<file path="src/rtl/linescanner_line_assembler.sv">
// Line assembler: frames lval-delimited pixel runs into {sol, eol, data} entries
// and queues them in an output FIFO, with line statistics and sticky error flags.
module linescanner_line_assembler #(
  parameter int LINE_WIDTH = 1024,
  parameter int FIFO_DEPTH = 16
) (
  input  logic        pixel_clock,
  input  logic        n_reset,
  input  logic        enable,
  input  logic        lval,
  input  logic [7:0]  pixel_data,
  output logic [7:0]  out_data,
  output logic        out_sol,
  output logic        out_eol,
  output logic        out_valid,
  input  logic        out_ready,
  output logic [15:0] line_count,
  output logic [11:0] last_line_length,
  output logic        err_overflow,
  output logic        err_long,
  output logic        err_short
);

  localparam int          AW = $clog2(FIFO_DEPTH);
  localparam logic [11:0] LW = 12'(LINE_WIDTH);

  typedef enum logic [1:0] {
    IDLE          = 2'd0,
    CAPTURE       = 2'd1,
    WAIT_LVAL_LOW = 2'd2
  } state_t;

  state_t        state_q, state_d;
  logic          prev_lval_q, prev_lval_d;
  logic [11:0]   cnt_q, cnt_d;
  logic [7:0]    pend_data_q, pend_data_d;
  logic          pend_sol_q, pend_sol_d;
  logic [15:0]   line_count_q, line_count_d;
  logic [11:0]   last_len_q, last_len_d;
  logic          err_overflow_q, err_overflow_d;
  logic          err_long_q, err_long_d;
  logic          err_short_q, err_short_d;
  logic [AW:0]   wptr_q, wptr_d;
  logic [AW:0]   rptr_q, rptr_d;
  logic [9:0]    mem_q [FIFO_DEPTH];

  logic          push_s, push_eol_s, push_ok_s, pop_s;
  logic          full_s, empty_s, line_done_s;
  logic [9:0]    push_entry_s;
  logic [9:0]    head_s;

  assign empty_s = (wptr_q == rptr_q);
  assign full_s  = (wptr_q[AW] != rptr_q[AW]) && (wptr_q[AW-1:0] == rptr_q[AW-1:0]);
  assign head_s  = mem_q[rptr_q[AW-1:0]];

  assign out_data         = head_s[7:0];
  assign out_eol          = head_s[8];
  assign out_sol          = head_s[9];
  assign out_valid        = !empty_s;
  assign line_count       = line_count_q;
  assign last_line_length = last_len_q;
  assign err_overflow     = err_overflow_q;
  assign err_long         = err_long_q;
  assign err_short        = err_short_q;

  // Next-state logic: line framing FSM, pending pixel stage and FIFO pointers.
  always_comb begin
    state_d        = state_q;
    prev_lval_d    = lval;
    cnt_d          = cnt_q;
    pend_data_d    = pend_data_q;
    pend_sol_d     = pend_sol_q;
    line_count_d   = line_count_q;
    last_len_d     = last_len_q;
    err_overflow_d = err_overflow_q;
    err_long_d     = err_long_q;
    err_short_d    = err_short_q;
    push_s         = 1'b0;
    push_eol_s     = 1'b0;
    line_done_s    = 1'b0;

    case (state_q)
      IDLE: begin
        if (lval) begin
          if (enable && !prev_lval_q) begin
            state_d     = CAPTURE;
            pend_data_d = pixel_data;
            pend_sol_d  = 1'b1;
            cnt_d       = 12'd1;
          end else begin
            state_d = WAIT_LVAL_LOW;
          end
        end else begin
          state_d = IDLE;
        end
      end
      CAPTURE: begin
        push_s = 1'b1;
        if (lval && (cnt_q < LW)) begin
          pend_data_d = pixel_data;
          pend_sol_d  = 1'b0;
          cnt_d       = cnt_q + 12'd1;
        end else begin
          // Line closes: either lval fell or the line hit LINE_WIDTH and lval is still high.
          push_eol_s  = 1'b1;
          line_done_s = 1'b1;
          if (lval) begin
            err_long_d = 1'b1;
            state_d    = WAIT_LVAL_LOW;
          end else begin
            state_d = IDLE;
            if (cnt_q < LW) begin
              err_short_d = 1'b1;
            end else begin
              err_short_d = err_short_q;
            end
          end
        end
      end
      WAIT_LVAL_LOW: begin
        if (!lval) begin
          state_d = IDLE;
        end else begin
          state_d = WAIT_LVAL_LOW;
        end
      end
      default: begin
        state_d = IDLE;
      end
    endcase

    if (line_done_s) begin
      line_count_d = line_count_q + 16'd1;
      last_len_d   = cnt_q;
    end else begin
      line_count_d = line_count_q;
    end

    push_entry_s = {pend_sol_q, push_eol_s, pend_data_q};
    pop_s        = !empty_s && out_ready;
    push_ok_s    = push_s && (!full_s || pop_s);

    if (push_s && !push_ok_s) begin
      err_overflow_d = 1'b1;
    end else begin
      err_overflow_d = err_overflow_q;
    end

    wptr_d = push_ok_s ? (wptr_q + (AW+1)'(1)) : wptr_q;
    rptr_d = pop_s     ? (rptr_q + (AW+1)'(1)) : rptr_q;
  end

  // State registers with synchronous active-low reset; lval history runs through reset.
  always_ff @(posedge pixel_clock) begin
    prev_lval_q <= prev_lval_d;
    if (!n_reset) begin
      state_q        <= IDLE;
      cnt_q          <= 12'd0;
      pend_data_q    <= 8'd0;
      pend_sol_q     <= 1'b0;
      line_count_q   <= 16'd0;
      last_len_q     <= 12'd0;
      err_overflow_q <= 1'b0;
      err_long_q     <= 1'b0;
      err_short_q    <= 1'b0;
      wptr_q         <= '0;
      rptr_q         <= '0;
    end else begin
      state_q        <= state_d;
      cnt_q          <= cnt_d;
      pend_data_q    <= pend_data_d;
      pend_sol_q     <= pend_sol_d;
      line_count_q   <= line_count_d;
      last_len_q     <= last_len_d;
      err_overflow_q <= err_overflow_d;
      err_long_q     <= err_long_d;
      err_short_q    <= err_short_d;
      wptr_q         <= wptr_d;
      rptr_q         <= rptr_d;
    end
  end

  // FIFO storage write port.
  always_ff @(posedge pixel_clock) begin
    if (n_reset && push_ok_s) begin
      mem_q[wptr_q[AW-1:0]] <= push_entry_s;
    end
  end

endmodule
</file>
<file path="config.mk">
export PLATFORM = sky130hd
export DESIGN_NAME = linescanner_line_assembler
export DESIGN_NICKNAME = d
export VERILOG_FILES = /design/src/rtl/linescanner_line_assembler.sv
export SDC_FILE = /design/constraint.sdc
export NUM_CORES = 1
export LEC_CHECK = 0
export BUFFER_PORTS_ARGS = -buffer_cell sky130_fd_sc_hd__buf_2
export CAP_MARGIN = 5
export CORE_ASPECT_RATIO = 0.7
export CORE_MARGIN = 1.5
export CORE_UTILIZATION = 30
export DETAILED_ROUTE_END_ITERATION = 16
export PLACE_DENSITY = 0.56
export SLEW_MARGIN = 20
export SYNTH_ARGS = -nofsm -noshare
export SYNTH_HDL_FRONTEND = slang
export SYNTH_SLANG_ARGS = --single-unit
</file>
<file path="constraint.sdc">
create_clock -name pixel_clock -period 4.7 [get_ports pixel_clock]
set_clock_uncertainty 0.1 [all_clocks]
set_input_delay 0.94 -clock pixel_clock [delete_from_list [all_inputs] [get_ports pixel_clock]]
set_output_delay 0.94 -clock pixel_clock [all_outputs]
set_load 0.005 [all_outputs]
</file>
==> impl_metrics.ini, run 1 <==
[outcome]
status = complete, no violations

[place]
gp_congestion = 0.7440
placed_cells = 1060
dp_hpwl_um = 13040
io_buffers = 54

[power]
combinationalPowerShare_pct = 2.6
p_sw_uw = 857.2
pwr-share-seq_pct = 53.1
clkPwrFrac_pct = 44.2
internal_power_mw = 3.242
p_sw_share_pct = 20.91
total_leakage_power_nw = 3.456
peakVddDrop_mv = 0.2731
power_density_nw_per_um2 = 380.2

[clock_network]
cts_num_sinks = 229
holdBufCountCts = 0
cts-root-buf = clkbuf_16
cts_resized = 0
clk-insertion-delay-late_ns = 0.53
cts_tree = yes
htreeDepth = 1
path_clk_slew_ns = 0.06
postCtsSetupRepairBufs = 0
cts_buffers = 23
cts_max_path_buffers = 3

[final_layout]
nNetsFinal = 697
final_common_cell = edfxtp_1
area_growth_pct = 17.80
layout_common_cells = edfxtp_1 (160), nand2_1 (71), dfxtp_1 (67)
fin_cells = 1106
drive_above_1_share_pct = 25.33

[sta]
grt_setup_unrepaired = no
max_slew_margin_pct = 31.49
worst_pin_slew_ns = 1.028
setup_violations = 0
hold_viol = 0
slew_violations = 0
max_freq_ghz = 0.2597
min_period_ns = 3.850
fin_setup_tns_ns = 0
period_share_pct = 81.92

[floorplan]
core_area_um2 = 30040
die_h_um = 149.1
row_count = 53
die_x_um = 211.8
start_util_pct = 30.47
dieArea_um2 = 31580
pin_count = 55

[global_routing]
globalRouteOverflowTotal = 0
grt_pass1_vias = 5240
grt_max_degree = 44
grt_pass1_wl_um = 31800
antenna_found_initial = 5
grt_usage_pct = 13.32

[hold_path]
hp-class = flip-flop to flip-flop

[logic_synthesis]
synth_cell_types = 45
mappedNetlistArea_um2 = 9153
avgSynthCellArea_um2 = 15.05
synth_xor_area_share_pct = 0.9569
syn_inst = 608
yosysSeqAreaShare_pct = 67.59
ys_async_sr_fraction_pct = 0
syn-num-nets = 631
synth_compound_area_share_pct = 5.140
synth.area.top_cells = edfxtp_1 (52%), dfxtp_1 (15%), mux4_2 (12%), nand2_1 (2.9%), a21oi_1 (2.6%)
synthSimpleGateAreaFrac_pct = 9.624
synth_edf_count = 160
synth_top_family_by_area = multiplexers
synthMuxAreaShare_pct = 13.29
synthAdderAreaFrac_pct = 1.367
yosysTopAreaCellShare_pct = 52.49
yosysWarnings = 0
yosys_most_used_dff = edfxtp_1
synth_top_area_cell = edfxtp_1
ys_ff_latch = 229

[drt]
antenna_left = 0
wl_per_cell_um = 18.59
vias = 5390
vias_per_cell = 4.873
wl_um = 20560
firstDrtPassIters = 5
drc = 0
drt-initial-drc-count = 503

[worst_setup_path]
crit_path_end_kind = output pin
criticalPathCategory = flip-flop to output pin
cp_max_fo = 23
worstPathArrival_ns = 2.81
startpoint_type = flip-flop
critPathRequiredTime_ns = 3.66

[run]
max_cap_viol_count = 0
## layout make-up
class / instances / area (um2)
fill: 2848 / 19260
sequential: 229 / 6188
multi-input combinational: 333 / 2845
clock buffer: 29 / 608.1
tap: 412 / 515.5
timing repair buffer: 74 / 432.9
clock inverter: 13 / 135.1
inverter: 13 / 48.80
antenna: 3 / 7.507
## cell usage after synthesis (2+ instances only)
cell,n
nor3_1,10
or2_2,2
edfxtp_1,160
mux4_2,50
and2_1,4
xor2_1,2
nand2b_1,8
inv_1,12
buf_2,5
a22oi_1,4
or4_1,8
xnor2_1,8
nor4_1,6
nor2_1,15
nand2_1,71
a21oi_1,47
nand4_1,11
buf_1,2
or3_1,11
and3_1,3
o21ai_0,12
mux2i_1,9
a31oi_1,2
ha_1,10
nand3_1,12
dfxtp_1,69
and4_1,2
nor4b_1,4
clkbuf_1,25
o211ai_1,3
o31ai_1,7
## sequential cells by signal, indices dropped and copies added (netlist names), 2 cells and up, named ones only
name and count:
pend_data_q 8, rptr_q 5, mem_q 160, line_count 16, last_line_length 12, wptr_q 5, cnt_q 12, state_q 2
## cells by family after synthesis
group / count (synthesis)
multiplexers: 59
AND/OR/NAND/NOR: 173
flip-flops: 229
XOR/XNOR: 10
buffers and inverters: 46
adder cells (fa/ha/maj): 10
AO/OA/AOI/OAI: 81
## routing by layer
| layer | vias up | GRT usage, % | wire [um] |
|---|---|---|---|
| met4 | 4 | 3.036 | 370 |
| met3 | 33 | 3.411 | 1236 |
| met1 | 2712 | 20.00 | 10140 |
| li1 | 2491 | - | - |
| met5 | - | 0 | 27 |
| met2 | 150 | 19.19 | 8790 |
## worst max-delay path, stage by stage (launching register included)
cell and delay, ns:
dfxtp_2 0.77, buf_12 0.30, mux4_2 0.54, mux4_2 0.51, buf_2 0.15
## power by group through the flow
| stage | clock network, mW | registers (mW) | logic [mW] |
|---|---|---|---|
| 2_1_floorplan | 0 | 2.21 | 0.0828 |
| 3_5_place_dp | 0 | 2.22 | 0.108 |
| 3_3_place_gp | 0 | 2.22 | 0.107 |
| 6_report | 1.81 | 2.18 | 0.107 |
| 4_1_cts | 1.86 | 2.18 | 0.108 |
| 5_1_grt | 1.95 | 2.18 | 0.118 |
## stage by stage
stage | worst slack, ns | area (um2) | total power [mW] | util, % | hold slack (ns)
floorplan | 1.376 | 9153 | 2.290 | - | 0.3421
global placement | 1.379 | 10020 | 2.330 | 33.37 | 0.3432
detailed placement | 1.342 | 10020 | 2.331 | 33.37 | 0.3478
CTS | 0.7736 | 10770 | 4.149 | 35.84 | 0.3600
global route | 0.6785 | 10780 | 4.249 | 35.89 | 0.3873
finish | 0.8499 | 10780 | 4.099 | 35.89 | 0.3533
## worst paths after layout
| check | start | end | slack (ns) | cells past startpoint |
|---|---|---|---|---|
| max | flip-flop | out_data[7] | 0.85 | 4 |
| min | err_long | err_long | 0.35 | 2 |
| max reg2reg | state_q[0] | mem_q[6][2] | 1.72 | 5 |
| min reg2reg | err_long | err_long | 0.35 | 2 |
Power figures use the tool's default switching activity.
==> run 2: changes to the inputs <==
==> constraint.sdc (replaced) <==
create_clock -name pixel_clock -period 3.8 [get_ports pixel_clock]
set_clock_uncertainty 0.1 [all_clocks]
set_input_delay 0.76 -clock pixel_clock [delete_from_list [all_inputs] [get_ports pixel_clock]]
set_output_delay 0.76 -clock pixel_clock [all_outputs]
set_load 0.005 [all_outputs]
==> run 2 against run 1 <==
Cell count increased by 0.27%. Flip-flop and latch count unchanged. Critical path type unchanged. Setup slack got worse by 0.48 ns. Register-to-register slack got worse by 0.59 ns. Total power increased by 20%. Combinational power increased by 32%.
==> impl_metrics.ini, run 2 (synthesized netlist as in run 1, its figures left out) <==
[outcome]
status = complete, no violations

[global_routing]
antenna_found_initial = 2
grt_max_degree = 44
globalRouteOverflowTotal = 0
grt_usage_pct = 13.67
grt_pass1_wl_um = 32370
grt_pass1_vias = 5205

[final_layout]
layout_common_cells = edfxtp_1 (160), nand2_1 (71), dfxtp_1 (67)
largest_reg_flops = 160
fin_cells = 1109
nNetsFinal = 703
fin_util_pct = 35.83
area_growth_pct = 17.59
drive_above_1_share_pct = 25.32
fillers = 2859
design_area_um2 = 10760
final_common_cell = edfxtp_1

[clock_network]
cts-root-buf = clkbuf_16
path_clk_slew_ns = 0.06
cts_tree = yes
cts_num_sinks = 229
htreeDepth = 1
holdBufCountCts = 0
cts_max_path_buffers = 3
postCtsSetupRepairBufs = 0
cts_resized = 0
clk-insertion-delay-late_ns = 0.53
cts_buffers = 23

[power]
internal_power_mw = 3.859
pwr-share-seq_pct = 54.8
power_density_nw_per_um2 = 455.9
peakVddDrop_mv = 0.2979
total_power_mw = 4.907
total_leakage_power_nw = 3.457
clkPwrFrac_pct = 42.3
p_sw_share_pct = 21.35
combinationalPowerShare_pct = 2.9
p_sw_mw = 1.048

[hold_path]
hp-class = primary input to flip-flop
min_path_cells = 1

[sta]
hold_viol = 0
max_freq_ghz = 0.2919
min_period_ns = 3.425
period_share_pct = 90.14
grt_setup_unrepaired = no
holdWs_ns = 0.3352
setup_violations = 0
fin_setup_tns_ns = 0
fin_ws_ns = 0.3746
max_slew_margin_pct = 43.65
slew_violations = 0
worst_pin_slew_ns = 0.8441

[drt]
antenna_left = 0
vias = 5306
wl_per_cell_um = 18.85
drc = 0
firstDrtPassIters = 5
vias_per_cell = 4.784
top_layer = met4
drt-initial-drc-count = 606
met1_length_um = 10500
wl_um = 20900
wl_met2_um = 8859
route.met3.wl_um = 1193

[worst_setup_path]
r2r-start = wptr_q[3]
crit_path_end_kind = output pin
startpoint_type = flip-flop
r2r_end = mem_q[7][3]
worstPathArrival_ns = 2.57
endpoint = out_data[3]
cp_max_fo = 14
criticalPathCategory = flip-flop to output pin
critPathRequiredTime_ns = 2.94
rrSetupSlack_ns = 1.13
r2r_cells = 6

[floorplan]
die_x_um = 211.8
core_area_um2 = 30040
dieArea_um2 = 31580
die_h_um = 149.1
pin_count = 55
start_util_pct = 30.47
row_count = 53

[place]
placed_cells = 1067
place_area_um2 = 10090
post-place-ws_ns = 0.8731
dp_hpwl_um = 13080
io_buffers = 54
gp_congestion = 0.7453

[run]
max_cap_viol_count = 0
==> run 2: cell count changes in the layout (fill, tap and decap cells not counted) <==
| cell | change |
|---|---|
| inv_6 | +1 |
| clkinv_2 | -1 |
| clkinvlp_4 | -2 |
| diode_2 | -1 |
| clkbuf_8 | -1 |
| buf_12 | +1 |
| buf_4 | +5 |
| clkbuf_1 | +3 |
| bufinv_16 | -2 |
==> run 2: worst min path at each step <==
| stage | to | start |
|---|---|---|
| finish | prev_lval_q | lval |
| global route | prev_lval_q | lval |
| CTS | prev_lval_q | lval |
| detailed placement | last_line_length[3] | last_line_length[3] |
| global placement | last_line_length[9] | last_line_length[9] |
| floorplan | err_long | err_long |
==> run 2: power groups by stage <==
| stage | registers [mW] | clock network (mW) | logic (mW) |
|---|---|---|---|
| floorplan | 2.73 | 0 | 0.102 |
| global placement | 2.74 | 0 | 0.142 |
| detailed placement | 2.74 | 0 | 0.143 |
| CTS | 2.69 | 2.14 | 0.143 |
| global route | 2.69 | 2.23 | 0.156 |
| finish | 2.69 | 2.07 | 0.141 |
==> run 2: area by class of cell <==
| cell class | instances | area [um2] | area share (%) |
|---|---|---|---|
| Sequential cell | 229 | 6188 | 57.50 |
| Multi-Input combinational cell | 333 | 2845 | 26.44 |
| Clock buffer | 31 | 605.6 | 5.627 |
| Tap cell | 412 | 515.5 | 4.790 |
| Timing Repair Buffer | 80 | 490.5 | 4.557 |
| Clock inverter | 9 | 63.81 | 0.5929 |
| Inverter | 13 | 48.80 | 0.4534 |
| Antenna cell | 2 | 5.005 | 0.04650 |
==> run 2: layer usage <==
| layer | track usage (%) | up-vias |
|---|---|---|
| met5 | 0 | - |
| met3 | 2.758 | 29 |
| met4 | 3.179 | 0 |
| li1 | - | 2508 |
| met2 | 19.29 | 134 |
| met1 | 21.33 | 2635 |
==> run 2: worst max-delay path: stages, from the launching register on <==
cell     delay (ns)
dfxtp_2        0.52
buf_4          0.34
mux4_2         0.54
mux4_2         0.48
buf_2          0.15
